## src/rtl/ex_div_if.sv

```systemverilog
// Operand/result bundle between the EX stage and the multi-cycle divider.
interface ex_div_if #(
  parameter int WIDTH = 32
);
  logic                 signed_div_i;
  logic [WIDTH-1:0]     opdata1_i;
  logic [WIDTH-1:0]     opdata2_i;
  logic                 start_i;
  logic                 annul_i;
  logic [2*WIDTH-1:0]   result_o;
  logic                 ready_o;
  logic                 busy_o;

  modport master (
    output signed_div_i, opdata1_i, opdata2_i, start_i, annul_i,
    input  result_o, ready_o, busy_o
  );

  modport slave (
    input  signed_div_i, opdata1_i, opdata2_i, start_i, annul_i,
    output result_o, ready_o, busy_o
  );
endinterface

```

## src/rtl/ex_div.sv

```systemverilog
// Radix-2 restoring divider for DIV/DIVU; returns {remainder, quotient} for HI/LO.
module ex_div #(
  parameter int WIDTH = 32
) (
  input  logic     clk,
  input  logic     rst,
  ex_div_if.slave  div_if
);
  localparam int CW = $clog2(WIDTH) + 1;
  localparam logic [CW-1:0] CNT_DONE = CW'(WIDTH);

  typedef enum logic [1:0] {
    FREE   = 2'b00,
    BYZERO = 2'b01,
    ON     = 2'b10,
    END    = 2'b11
  } state_e;

  state_e               state_q, state_d;
  logic [CW-1:0]        cnt_q, cnt_d;
  logic [2*WIDTH-1:0]   rem_q, rem_d;
  logic [WIDTH-1:0]     divisor_q, divisor_d;
  logic                 neg1_q, neg1_d;
  logic                 neg2_q, neg2_d;
  logic [2*WIDTH-1:0]   result_q, result_d;
  logic                 ready_q, ready_d;

  logic                 neg1_in, neg2_in;
  logic [WIDTH-1:0]     abs1, abs2;
  logic [WIDTH:0]       trial;
  logic [WIDTH-1:0]     quot_fix, rem_fix;

  always_comb begin
    state_d   = state_q;
    cnt_d     = cnt_q;
    rem_d     = rem_q;
    divisor_d = divisor_q;
    neg1_d    = neg1_q;
    neg2_d    = neg2_q;
    result_d  = result_q;
    ready_d   = ready_q;

    neg1_in  = div_if.signed_div_i & div_if.opdata1_i[WIDTH-1];
    neg2_in  = div_if.signed_div_i & div_if.opdata2_i[WIDTH-1];
    abs1     = neg1_in ? -div_if.opdata1_i : div_if.opdata1_i;
    abs2     = neg2_in ? -div_if.opdata2_i : div_if.opdata2_i;
    // Shifted upper remainder keeps the bit that leaves the top, hence WIDTH+1 bits.
    trial    = rem_q[2*WIDTH-1:WIDTH-1];
    quot_fix = (neg1_q ^ neg2_q) ? -rem_q[WIDTH-1:0] : rem_q[WIDTH-1:0];
    rem_fix  = neg1_q ? -rem_q[2*WIDTH-1:WIDTH] : rem_q[2*WIDTH-1:WIDTH];

    case (state_q)
      FREE: begin
        ready_d  = 1'b0;
        result_d = '0;
        if (div_if.start_i && !div_if.annul_i) begin
          if (div_if.opdata2_i == '0) begin
            state_d = BYZERO;
          end else begin
            state_d   = ON;
            rem_d     = {{WIDTH{1'b0}}, abs1};
            divisor_d = abs2;
            neg1_d    = neg1_in;
            neg2_d    = neg2_in;
            cnt_d     = '0;
          end
        end
      end
      BYZERO: begin
        state_d  = END;
        result_d = '0;
        ready_d  = 1'b1;
      end
      ON: begin
        if (div_if.annul_i) begin
          state_d  = FREE;
          ready_d  = 1'b0;
          result_d = '0;
        end else if (cnt_q != CNT_DONE) begin
          if (trial >= {1'b0, divisor_q}) begin
            rem_d = {trial[WIDTH-1:0] - divisor_q, rem_q[WIDTH-2:0], 1'b1};
          end else begin
            rem_d = {rem_q[2*WIDTH-2:0], 1'b0};
          end
          cnt_d = cnt_q + CW'(1);
        end else begin
          result_d = {rem_fix, quot_fix};
          ready_d  = 1'b1;
          state_d  = END;
        end
      end
      END: begin
        // Annul is ignored here: EX has already taken the result.
        if (!div_if.start_i) begin
          state_d  = FREE;
          ready_d  = 1'b0;
          result_d = '0;
        end
      end
      default: state_d = FREE;
    endcase
  end

  always_ff @(posedge clk) begin
    if (rst) begin
      state_q   <= FREE;
      cnt_q     <= '0;
      rem_q     <= '0;
      divisor_q <= '0;
      neg1_q    <= 1'b0;
      neg2_q    <= 1'b0;
      result_q  <= '0;
      ready_q   <= 1'b0;
    end else begin
      state_q   <= state_d;
      cnt_q     <= cnt_d;
      rem_q     <= rem_d;
      divisor_q <= divisor_d;
      neg1_q    <= neg1_d;
      neg2_q    <= neg2_d;
      result_q  <= result_d;
      ready_q   <= ready_d;
    end
  end

  assign div_if.result_o = result_q;
  assign div_if.ready_o  = ready_q;
  assign div_if.busy_o   = (state_q == BYZERO) || (state_q == ON);
endmodule

```

## src/flat_wrapper.sv

```systemverilog
// flat-port wrapper written by rule: the top's interface ports become plain ports
module ex_div_flat 
#(
  parameter int WIDTH = 32
)
  (clk, rst, div_if_signed_div_i, div_if_opdata1_i, div_if_opdata2_i, div_if_start_i, div_if_annul_i, div_if_result_o, div_if_ready_o, div_if_busy_o);
  ex_div_if #(.WIDTH(WIDTH)) div_if_i ();
  input  logic clk;
  input  logic rst;
  input wire logic [$bits(div_if_i.signed_div_i)-1:0] div_if_signed_div_i;
  input wire logic [$bits(div_if_i.opdata1_i)-1:0] div_if_opdata1_i;
  input wire logic [$bits(div_if_i.opdata2_i)-1:0] div_if_opdata2_i;
  input wire logic [$bits(div_if_i.start_i)-1:0] div_if_start_i;
  input wire logic [$bits(div_if_i.annul_i)-1:0] div_if_annul_i;
  output wire logic [$bits(div_if_i.result_o)-1:0] div_if_result_o;
  output wire logic [$bits(div_if_i.ready_o)-1:0] div_if_ready_o;
  output wire logic [$bits(div_if_i.busy_o)-1:0] div_if_busy_o;
  assign div_if_i.signed_div_i = div_if_signed_div_i;
  assign div_if_i.opdata1_i = div_if_opdata1_i;
  assign div_if_i.opdata2_i = div_if_opdata2_i;
  assign div_if_i.start_i = div_if_start_i;
  assign div_if_i.annul_i = div_if_annul_i;
  assign div_if_result_o = div_if_i.result_o;
  assign div_if_ready_o = div_if_i.ready_o;
  assign div_if_busy_o = div_if_i.busy_o;
  ex_div #(.WIDTH(WIDTH)) u_core (.clk(clk), .rst(rst), .div_if(div_if_i));
endmodule
```

## config.mk

```make
export PLATFORM = sky130hd
export DESIGN_NAME = ex_div_flat
export DESIGN_NICKNAME = d
export VERILOG_FILES = /design/src/rtl/ex_div_if.sv /design/src/rtl/ex_div.sv /design/src/flat_wrapper.sv
export SDC_FILE = /design/constraint.sdc
export NUM_CORES = 1
export LEC_CHECK = 0
export BUFFER_PORTS_ARGS = -buffer_cell sky130_fd_sc_hd__buf_2
export CELL_PAD_IN_SITES_DETAIL_PLACEMENT = 1
export CELL_PAD_IN_SITES_GLOBAL_PLACEMENT = 1
export CORE_MARGIN = 2
export CORE_UTILIZATION = 25
export DETAILED_ROUTE_END_ITERATION = 12
export MAX_ROUTING_LAYER = met4
export PLACE_DENSITY = 0.62
export SYNTH_ARGS = -nofsm -noshare
export SYNTH_HDL_FRONTEND = slang
export SYNTH_SLANG_ARGS = --single-unit
```

## constraint.sdc

```tcl
create_clock -name clk -period 8.45 [get_ports clk]
set_input_delay 1.2675 -clock clk [delete_from_list [all_inputs] [get_ports clk]]
set_output_delay 1.2675 -clock clk [all_outputs]
set_load 0.03 [all_outputs]
```

==> metrics.yaml <==
worst_path_largest_cell_delay_ns: 0.59
hold_path_class: "reg2reg"
routabilityCongestion: 0.8746
grtUsageTotal: 0.1630
synth-edff-count: 0
num_rows: 76
cts.root.buffer_cell: "clkbuf_16"
synth_top_area_cell: "dfxtp_1"
firstDrtPassIters: 4
antenna_left: 0
clkPwrFrac: 0.296
fin_ws_ns: 4.409
combPwrFrac: 0.384
grt_pass1_vias: 10150
wl_um: 34980
drv_slew: 0
die_w_um: 212.8
rr_worst_depth: 11
grt_setup_unrepaired: "no"
fill_cells: 5230
fin_crit_ns: 4.041
die_h_um: 212.8
ctsHoldBuffers: 0
multiInputGateArea_sq_um: 6924
synth_area_per_cell_sq_um: 7.866
crit_path_start_kind: "input pin"
place_ws_ns: 3.915
fmax_mhz: 247.4
whs_ns: 0.4605
area_growth_pct: 16.81
antenna_found_initial: 1
syn_inst: 1385
post-route-period-util: 0.4783
wl_per_cell_um: 16.91
layoutNonFillerInstCount: 2068
ys_seq_area_frac: 0.3142
clk_latency_ns: 0.45
synth_flop_cell: "dfxtp_1"
hold_violations: 0
io_pins: 135
whs_path_depth: 2
ys_seq_elements: 171
critPathMaxFanout: 31
slew_headroom: 0.2124
status: "finished, final reports clean"
drc_errors: 0
ir_drop_mv: 0.1055
cts_tree: "yes"
worstPathCellList: "buf_2, or4_1, or3_1, o41ai_1, buf_4, a211oi_4, buf_4, nand2_1, or2_2, nor2_1, a22oi_1, o21ai_0"
crit_path_end_kind: "register"
post-cts-setup-buffer-count: 0
start_util: 0.2529
grt-ovfl-total: 0
register_area_sq_um: 3423
cts_buffers: 17
clk_pin_slew_ns: 0.07
drt-initial-drc-count: 461
place_inst: 2035
layout-drive-gt1-share: 0.1356
dpl.hpwl_um: 27240
placed_area_sq_um: 12060
vias: 9977
async_reset_ff_frac: 0
internal_power_uw: 1855
grt_max_degree: 75
cts_buffer_depth: 2
synth_top_area_frac: 0.3142
synth.distinct_cells: 72
fin_setup_tns_ns: 0
finalClockSkew_ns: 0.01063
cpMostUsedCell: "buf_4"
cts_resized: 0
maxCapViolCount: 0
final_area_sq_um: 12730
power_density_nw_per_um2: 239.0
fp.coreArea_sq_um: 43080
cp_slowest_cell: "or4_1"
seqPwrFrac: 0.321
cts.sinks: 171
finalNetCount: 1581
setup_violations: 0
p_sw_frac: 0.3900
yosysWarnings: 0
worst_pin_slew_ns: 1.180
dieArea_sq_um: 45260
post_synth_instance_area_sq_um: 10890
crit_required_ns: 8.78
cts-htree-levels: 4
p_leak_uw: 0.005070
synth_nets: 1497
io_buffer_count: 134
p_sw_uw: 1186
grt_pass1_wl_um: 56630
crit_arrival_ns: 4.37
r2r_setup_slack_ns: 4.74
synth_area_leaders: "dfxtp_1, xnor2_1, nor2_1"
crit_type: "in2reg"
routed_via_density: 4.824
cells in the mapped netlist, drive strengths merged, types with 3 or more instances:
cell,instances
buf,10
o21a,5
nor4b,3
nor2,194
and3,7
ha,42
o41ai,15
or3,15
o21ai,105
o21bai,6
xor2,57
dfxtp,171
inv,55
nor4,12
xnor2,90
a21oi,99
nor3,26
or4,13
a31oi,14
nand2b,9
mux2i,42
nand4b,3
nor2b,10
a211oi,33
clkbuf,73
a22oi,39
nand4,8
o31ai,21
a21o,21
nand3,12
nand3b,8
a32oi,6
and2,6
a22o,21
nand2,108
placed cells by master (no fill, tap or decap), types with 3 or more instances in the layout:
| cell | instances |
|---|---|
| a211oi_1 | 32 |
| a21o_1 | 21 |
| a21oi_1 | 99 |
| a22o_1 | 20 |
| a22oi_1 | 39 |
| a31oi_1 | 14 |
| a32oi_1 | 6 |
| and2_1 | 6 |
| and3_1 | 7 |
| buf_2 | 133 |
| buf_4 | 15 |
| bufinv_16 | 5 |
| clkbuf_16 | 17 |
| clkinvlp_4 | 3 |
| dfxtp_1 | 171 |
| ha_1 | 41 |
| inv_1 | 55 |
| inv_6 | 4 |
| mux2i_1 | 42 |
| nand2_1 | 108 |
| nand2b_1 | 7 |
| nand3_1 | 12 |
| nand3b_1 | 8 |
| nand4_1 | 8 |
| nand4b_1 | 3 |
| nor2_1 | 192 |
| nor2b_1 | 9 |
| nor3_1 | 25 |
| nor4_1 | 10 |
| nor4b_1 | 3 |
| o21a_1 | 5 |
| o21ai_0 | 102 |
| o21bai_1 | 6 |
| o31ai_1 | 20 |
| o41ai_1 | 15 |
| or3_1 | 13 |
| or4_1 | 12 |
| xnor2_1 | 90 |
| xor2_1 | 57 |
power by group through the flow:
stage / clock network (uW) / registers [uW] / logic [uW]
after floorplan: 0 / 970 / 877
after global placement: 0 / 989 / 1160
after detailed placement: 0 / 994 / 1170
after CTS: 923 / 975 / 1180
after global routing: 957 / 989 / 1310
final: 899 / 975 / 1170
worst paths after layout:
check / start / end
worst max-delay path: div_if_opdata2_i[26] / u_core.rem_q[60]
worst min register to register: u_core.div_if.result_o[32] / u_core.div_if.result_o[32]
worst min-delay path: u_core.div_if.result_o[32] / u_core.div_if.result_o[32]
worst max register to register: u_core.rem_q[32] / u_core.rem_q[60]
sequential cells by signal, summed over array words and instances (netlist names):
signal	cells
u_core.divisor_q	32
u_core.neg2_q	1
u_core.div_if.result_o	64
u_core.cnt_q	6
u_core.state_q	2
u_core.div_if.ready_o	1
u_core.neg1_q	1
u_core.rem_q	64
per-layer routing:
metal  part of all wire  GRT usage  up-vias  wire (um)
met4              0.018    0.04582        0        631
li1                   -          -     5097          -
met2               0.44     0.2511      113      15520
met5                  0          -        -          0
met3              0.025    0.02089       35        879
met1               0.51     0.2236     4732      17950
metrics by stage:
| stage | total power (uW) | util |
|---|---|---|
| 2_1_floorplan | 1847 | - |
| 3_3_place_gp | 2145 | 0.2801 |
| 3_5_place_dp | 2168 | 0.2801 |
| 4_1_cts | 3077 | 0.2954 |
| 5_1_grt | 3260 | 0.2954 |
| 6_report | 3041 | 0.2954 |
worst max-delay path, delay by kind of cell:
kind / cells / cell delay, ns
AND/OR/NAND/NOR: 5 / 1.74
AO/OA/AOI/OAI: 4 / 0.74
buffers and inverters: 3 / 0.60
cell type report:
class	count	area share
Antenna cell	1	0.0001966
Clock buffer	18	0.03372
Clock inverter	14	0.01809
Inverter	55	0.01622
Multi-Input combinational cell	1076	0.5441
Sequential cell	171	0.2690
Tap cell	585	0.05752
Timing Repair Buffer	148	0.06115
kinds of logic after synthesis:
kind of cell | share of synthesized area
muxes | 0.03962
DFF | 0.3142
buffers and inverters | 0.05260
and+or+nand+nor | 0.1896
AOI/OAI and AO/OA | 0.2357
adders and majority gates | 0.05007
xor gates and xnor gates | 0.1182
Power figures use the tool's default switching activity.
